## src/rtl/window_gen_if.sv

```systemverilog
// Column-in / window-out handshake bundle for window_gen.
interface window_gen_if #(
  parameter int DATA_WIDTH    = 32,
  parameter int BURST_LENGTH  = 32,
  parameter int KERNEL_LENGTH = 3
);
  localparam int CW = $clog2(BURST_LENGTH);

  logic in_valid;
  logic [KERNEL_LENGTH-1:0][DATA_WIDTH-1:0] in_data;
  logic in_ready;
  logic out_valid;
  logic out_ready;
  logic [KERNEL_LENGTH-1:0][KERNEL_LENGTH-1:0]
        [DATA_WIDTH-1:0] out_win;
  logic [CW-1:0] out_col;
  logic out_last;

  modport master (
    output in_valid, in_data, out_ready,
    input  in_ready, out_valid, out_win,
    input  out_col, out_last
  );

  modport slave (
    input  in_valid, in_data, out_ready,
    output in_ready, out_valid, out_win,
    output out_col, out_last
  );
endinterface

```

## src/rtl/window_gen.sv

```systemverilog
// Sliding KxK window generator over column stream, one-deep output.
// Optional WINDOW_GEN_STRIDE2_EN: horizontal stride of two.
module window_gen #(
  parameter int DATA_WIDTH    = 32,
  parameter int BURST_LENGTH  = 32,
  parameter int KERNEL_LENGTH = 3
) (
  input logic clk,
  input logic rst,
  window_gen_if.slave bus
);
  localparam int CW = $clog2(BURST_LENGTH);
  localparam logic [CW-1:0] LAST = CW'(BURST_LENGTH - 1);
  localparam logic [CW-1:0] FEND = CW'(KERNEL_LENGTH - 2);

  typedef enum logic {
    FILL,
    RUN
  } state_t;

  state_t state, state_nx;
  logic [CW-1:0] col_cnt, col_nx;
  logic [KERNEL_LENGTH-1:0][KERNEL_LENGTH-1:0]
        [DATA_WIDTH-1:0] win;
  logic out_valid_q;
  logic out_last_q;
  logic [CW-1:0] out_col_q;
  logic in_ready;
  logic accept;
  logic eligible;
  logic stride_ok;

  assign in_ready = !out_valid_q || bus.out_ready;
  assign accept   = bus.in_valid && in_ready;

`ifdef WINDOW_GEN_STRIDE2_EN
  // Column parity matching KERNEL_LENGTH-1 keeps the offset even
  localparam logic PAR = ((KERNEL_LENGTH - 1) % 2) != 0;
  assign stride_ok = (col_cnt[0] == PAR);
`else
  assign stride_ok = 1'b1;
`endif

  always_comb begin
    state_nx = state;
    col_nx   = col_cnt;
    eligible = 1'b0;
    if (accept)
      col_nx = (col_cnt == LAST) ? '0 : col_cnt + 1'b1;
    unique case (state)
      FILL: begin
        if (accept && col_cnt == FEND)
          state_nx = RUN;
      end
      RUN: begin
        eligible = accept && stride_ok;
        if (accept && col_cnt == LAST)
          state_nx = FILL;
      end
      default: state_nx = FILL;
    endcase
  end

  always_ff @(posedge clk) begin
    if (rst) begin
      state       <= FILL;
      col_cnt     <= '0;
      win         <= '0;
      out_valid_q <= 1'b0;
      out_col_q   <= '0;
      out_last_q  <= 1'b0;
    end else begin
      state   <= state_nx;
      col_cnt <= col_nx;
      if (accept) begin
        for (int r = 0; r < KERNEL_LENGTH; r++) begin
          for (int c = 0; c < KERNEL_LENGTH - 1; c++)
            win[r][c] <= win[r][c+1];
          win[r][KERNEL_LENGTH-1] <= bus.in_data[r];
        end
      end
      if (eligible) begin
        out_valid_q <= 1'b1;
        out_col_q   <= col_cnt;
        out_last_q  <= (col_cnt == LAST);
      end else if (bus.out_ready) begin
        out_valid_q <= 1'b0;
      end
    end
  end

  assign bus.in_ready  = in_ready;
  assign bus.out_valid = out_valid_q;
  assign bus.out_win   = win;
  assign bus.out_col   = out_col_q;
  assign bus.out_last  = out_last_q;
endmodule

```

## src/flat_wrapper.sv

```systemverilog
// flat-port wrapper written by rule: the top's interface ports become plain ports
module window_gen_flat 
#(
  parameter int DATA_WIDTH    = 32,
  parameter int BURST_LENGTH  = 32,
  parameter int KERNEL_LENGTH = 3
)
  (clk, rst, bus_in_valid, bus_in_data, bus_out_ready, bus_in_ready, bus_out_valid, bus_out_win, bus_out_col, bus_out_last);
  window_gen_if #(.DATA_WIDTH(DATA_WIDTH), .BURST_LENGTH(BURST_LENGTH), .KERNEL_LENGTH(KERNEL_LENGTH)) bus_i ();
  input logic clk;
  input logic rst;
  input wire logic [$bits(bus_i.in_valid)-1:0] bus_in_valid;
  input wire logic [$bits(bus_i.in_data)-1:0] bus_in_data;
  input wire logic [$bits(bus_i.out_ready)-1:0] bus_out_ready;
  output wire logic [$bits(bus_i.in_ready)-1:0] bus_in_ready;
  output wire logic [$bits(bus_i.out_valid)-1:0] bus_out_valid;
  output wire logic [$bits(bus_i.out_win)-1:0] bus_out_win;
  output wire logic [$bits(bus_i.out_col)-1:0] bus_out_col;
  output wire logic [$bits(bus_i.out_last)-1:0] bus_out_last;
  assign bus_i.in_valid = bus_in_valid;
  assign bus_i.in_data = bus_in_data;
  assign bus_i.out_ready = bus_out_ready;
  assign bus_in_ready = bus_i.in_ready;
  assign bus_out_valid = bus_i.out_valid;
  assign bus_out_win = bus_i.out_win;
  assign bus_out_col = bus_i.out_col;
  assign bus_out_last = bus_i.out_last;
  window_gen #(.DATA_WIDTH(DATA_WIDTH), .BURST_LENGTH(BURST_LENGTH), .KERNEL_LENGTH(KERNEL_LENGTH)) u_core (.clk(clk), .rst(rst), .bus(bus_i));
endmodule
```

## config.mk

```make
export PLATFORM = sky130hd
export DESIGN_NAME = window_gen_flat
export DESIGN_NICKNAME = d
export VERILOG_FILES = /design/src/rtl/window_gen_if.sv /design/src/rtl/window_gen.sv /design/src/flat_wrapper.sv
export SDC_FILE = /design/constraint.sdc
export NUM_CORES = 1
export LEC_CHECK = 0
export ABC_AREA = 1
export CORE_UTILIZATION = 35
export DETAILED_ROUTE_END_ITERATION = 10
export GPL_TIMING_DRIVEN = 0
export PLACE_DENSITY = 0.63
export SYNTH_ARGS = -nofsm -noshare
export SYNTH_HDL_FRONTEND = slang
export SYNTH_SLANG_ARGS = --single-unit
```

## constraint.sdc

```tcl
create_clock -name clk -period 1.8 [get_ports clk]
set_clock_uncertainty 0.2 [all_clocks]
set_input_delay 0.18 -clock clk [delete_from_list [all_inputs] [get_ports clk]]
set_output_delay 0.18 -clock clk [all_outputs]
set_load 0.1 [all_outputs]
```

* Word level (Yosys, flattened, before mapping)
Cells that the tools add are included. Widths: inputs -> output; s select.
Word-level totals: logic and storage cells 31, output and inout bits 296, register bits after elaboration 301, input port bits 100
Operators by class: reduce and logical (&&, ||, !) cells 6, mux-type cells 7, add/subtract/negate cells 1, bitwise logic cells 1, equality and inequality tests 2
Operators by type and width (number):
- $add 5x1->5 const B | 1
- $eq 5x1->1 const B | 1
- $eq 5x5->1 const B | 1
- $mux 1 | 5
- $mux 5 | 1
- $logic_and 1x1->1 | 3
- $pmux 1 s2 | 1
- $reduce_bool 2->1 | 1
- $logic_not 1->1 | 1
- $logic_or 1x1->1 | 1
- $not 1->1 | 1

* Depth between registers and ports, before layout
word-level depth 6, gate-level depth with buffers 9, mapped depth without buffers 9

* Worst setup path after synthesis
No wires, ideal clock.
path kind register to register, start point reg u_core.out_valid_q, in the netlist u_core.bus.out_valid, end point reg u_core.win, in the netlist u_core.bus.out_win[213], setup slack -1.191 ns, arrival 2.724 ns, period minus slack after synthesis 2.991 ns, cell stages (with the launch flop) 7, buffers on the path 2, data required time 1.533 ns, library setup time 0.067 ns, cell sequence dfxtp_1 -> nand2_1 -> nand2_2 -> buf_2 -> buf_2 -> o21ai_0 -> nor2_1
Between the ends: word-level cells in the longest chain between the ends 3
RTL lines:
- start: declaration | RTL line window_gen.sv:25 | logic out_valid_q;
- start signal: assignment | RTL line window_gen.sv:69 | out_valid_q <= 1'b0;
- start signal: assignment | RTL line window_gen.sv:83 | out_valid_q <= 1'b1;
- start signal: assignment | RTL line window_gen.sv:87 | out_valid_q <= 1'b0;
- $logic_not 1->1 | RTL line window_gen.sv:33 | assign in_ready = !out_valid_q || bus.out_ready;
- $logic_or 1x1->1 | RTL line window_gen.sv:33
- named net bus_in_ready | RTL line flat_wrapper.sv:15 | output wire logic [$bits(bus_i.in_ready)-1:0] bus_in_ready;
- $logic_and 1x1->1 | RTL line window_gen.sv:34 | assign accept = bus.in_valid && in_ready;
- end signal: indexed assignment | RTL line window_gen.sv:78 | win[r][c] <= win[r][c+1];
- end signal: indexed assignment | RTL line window_gen.sv:79 | win[r][KERNEL_LENGTH-1] <= bus.in_data[r];
- end: declaration | RTL line window_gen.sv:24 | [DATA_WIDTH-1:0] win;
The timed path passes the listed nets, and every way through them passes these cells. A chain may end at the register's enable or synchronous reset.

* Final worst setup path
start point reg u_core.win, in the netlist u_core.bus.out_win[127], end point out bus_out_win[127]
RTL lines:
- end: declaration | RTL line flat_wrapper.sv:17 | output wire logic [$bits(bus_i.out_win)-1:0] bus_out_win;
No word-level cell between the ends.

==> results.md <==
- CP arrival: 1.39 ns
- Status: finished clean
- Setup ws final: 0.0284 ns
- Final hold vios: 0
- FMAX: 564 MHz
- Final ANT Viol Nets: 0
- Worst Path Required: 1.42 ns
- Setup Viol. Count Final: 0
- Antenna violations before repair: 0
- Post-CTS Setup Inserts: 0
- # rows: 62
- Clock tree sinks: 301
- IO Pins: 396
- Max-cap viol count: 0
- Fin util: 0.511
- Routed vias/inst: 4.62
- VDD IR max: 0.576 mV
- CTS Buffer Depth: 3
- Worst setup EP type: output pin
- Area Growth Syn to Fin: 42.1%
- R2r startpoint: u_core.bus.out_valid
- Core box area: 29,100 µm²
- Worst min path class: input pin to flip-flop
- GR Overflow Total: 0
- Sequential fraction of the synthesis area: 0.576
- CP Launch Point: u_core.bus.out_win[127]
- Inserted Diodes: 0
- Leakage: 6.99 nW
- Syn nets: 1,457
- First drt pass iteration count: 5
- RD Place Congestion: 0.890
- Layout cell share with drive strength beyond 1: 0.231
- Worst hold start: bus_in_data[65]
- Die ar.: 30,600 µm²
- Post-route cell area: 14,900 µm²
- Vias in the first global route: 9,599
- PwrDens: 1310 nW/µm²
- Fillers: 3,092
- Count of final max-slew check failures: 0
- Crit start category: flip-flop
- CTS Root Cell: clkbuf_16
- Largest net degree at the start of global routing: 14
- TritonCTS Buffers: 34
- Min Tclk post-route: 1.77 ns
- Slew margin rel.: 0.627
- CP max FO: 2
- Critical path's top delay family: buffers and inverters
- Worst-path cell chain: clkdlybuf4s15_2
- Final hold slack: 0.0965 ns
- Initial Utilization: 0.360
- Slowest CP cell: clkdlybuf4s15_2
- All-Layer GR Usage: 0.229
- Final net count: 1,888
- Yosys warning count: 0
- Worst Tran Pin Value: 0.559 ns
- Initial DRC count: 503
- Final Cycle Share: 0.984
- Yosys top cell by area: dfxtp_1
- Synth area leaders: dfxtp_1 (58%), nor2_1 (21%), o21ai_0 (14%)
- RSZ-0062 raised after global routing: true
- Synthesized flop and latch total: 301
- CP bufs+invs: 1
- Die H: 175 µm
- Buffers added on ports: 395
- Post-Place Cell Area: 14,900 µm²
- Wirelength per Cell: 16.4 µm
- DR DRC count: 0
- Placed Cells: 2,132
- Vias post-DR: 10,126
- Max stage delay on crit path: 0.56 ns
- Clock slew seen by the registers of the worst setup and hold paths: 0.06 ns
- Die Span X: 175 µm
- Area share of the largest cell type after synthesis: 0.576
- Mapped Cells: 1,353
- DP Worst Slack: -0.802 ns
- CTS tree: done
- H-tree lvl count: 2
- Post-Syn Area per Cell: 7.74 µm²
- WL final: 35.9 mm
- Finished Layout Cells: 2,190
- Library cells used by synthesis: 14
- First-pass GRT wire length: 54.3 mm
- Worst Path Class, Setup: flip-flop to output pin
- Mapped cell area: 10,500 µm²
- Clock Latency Late Sink: 0.51 ns
- DP HPWL: 27.3 mm
[power by group]
part / total, mW / internal, mW / switching, mW
clock: 7.07 / 4.36 / 2.70
combinational: 5.08 / 0.882 / 4.20
sequential: 7.41 / 7.12 / 0.293
total: 19.6 / 12.4 / 7.19
[through the flow]
| stage | power [mW] | setup TNS (ns) |
|---|---|---|
| 4_1_cts | 19.8 | 0 |
| 6_report | 19.6 | 0 |
| 3_5_place_dp | 13.0 | -155.58 |
| 3_3_place_gp | 13.0 | -152.65 |
| 5_1_grt | 20.3 | -0.00365 |
| 2_1_floorplan | 11.5 | 0 |
[cell type report]
class	instances	area, µm²	area share
Buffer	97	459	0.0309
Clock buffer	48	1020	0.0684
Clock inverter	10	131	0.00883
Inverter	25	93.8	0.00631
Multi-Input combinational cell	930	3930	0.264
Sequential cell	301	6030	0.405
Tap cell	384	480	0.0323
Timing Repair Buffer	395	2730	0.184
[cell usage after synthesis]
cell type  instances
inv_1             24
inv_2              1
buf_1              1
a21oi_2            1
dfxtp_1          301
nor2_1           590
a21oi_1            6
nand2_2            1
ha_1               4
buf_2             60
clkbuf_1          36
nand2_1           34
o21ai_0          291
nand3_1            3
[logic make-up after synthesis]
group | after synthesis | synth area share
AND/OR/NAND/NOR | 628 | 0.226
flip-flops | 301 | 0.576
buffers and inverters | 122 | 0.0509
AO/OA/AOI/OAI | 298 | 0.143
adder cells (fa/ha/maj) | 4 | 0.00478
[worst paths after layout]
| path | end | depth (start not counted) | slack (ns) |
|---|---|---|---|
| setup / recovery | bus_out_win[127] | 1 | 0.03 |
| hold / removal | u_core.bus.out_win[257] | 3 | 0.1 |
| setup reg to reg | u_core.bus.out_win[14] | 6 | 0.11 |
| hold reg to reg | u_core.bus.out_win[223] | 2 | 0.27 |
[registers in the layout, summed over array words and instances, names as in the netlist]
name	count
u_core.bus.out_valid	1
u_core.bus.out_last	1
u_core.col_cnt	5
u_core.bus.out_col	5
u_core.state	1
u_core.bus.out_win	288
[cells in the final DEF, fill, tap and decap left out]
master,n
clkbuf_4,8
dfxtp_1,300
ha_1,4
buf_2,300
clkbuf_16,37
buf_1,1
inv_6,1
clkdlybuf4s15_2,13
nand3_1,3
buf_4,1
inv_1,24
nand2_4,2
clkdlybuf4s18_2,34
a21oi_4,1
nor2_1,590
bufinv_16,3
dfxtp_4,1
clkinvlp_4,1
o21ai_1,3
o21ai_0,288
clkbuf_8,5
nand2_1,33
inv_2,1
a21oi_1,6
clkinv_2,5
clkdlybuf4s50_1,99
clkbuf_1,38
clkbuf_2,4
[routing by layer]
metal,part of all wire,vias to the layer above,global-route usage
met5,0,-,0
met4,0.042,0,0.0986
met3,0.073,79,0.0577
met2,0.47,334,0.385
met1,0.41,4548,0.276
li1,-,5165,-
[what timing repair did]
action,in CTS,in global routing
hold endpoints to repair,0,0
hold buffers,0,0
setup endpoints to repair,554,213
resized for setup,1337,104
No activity file was read; power rests on OpenSTA's default activity.
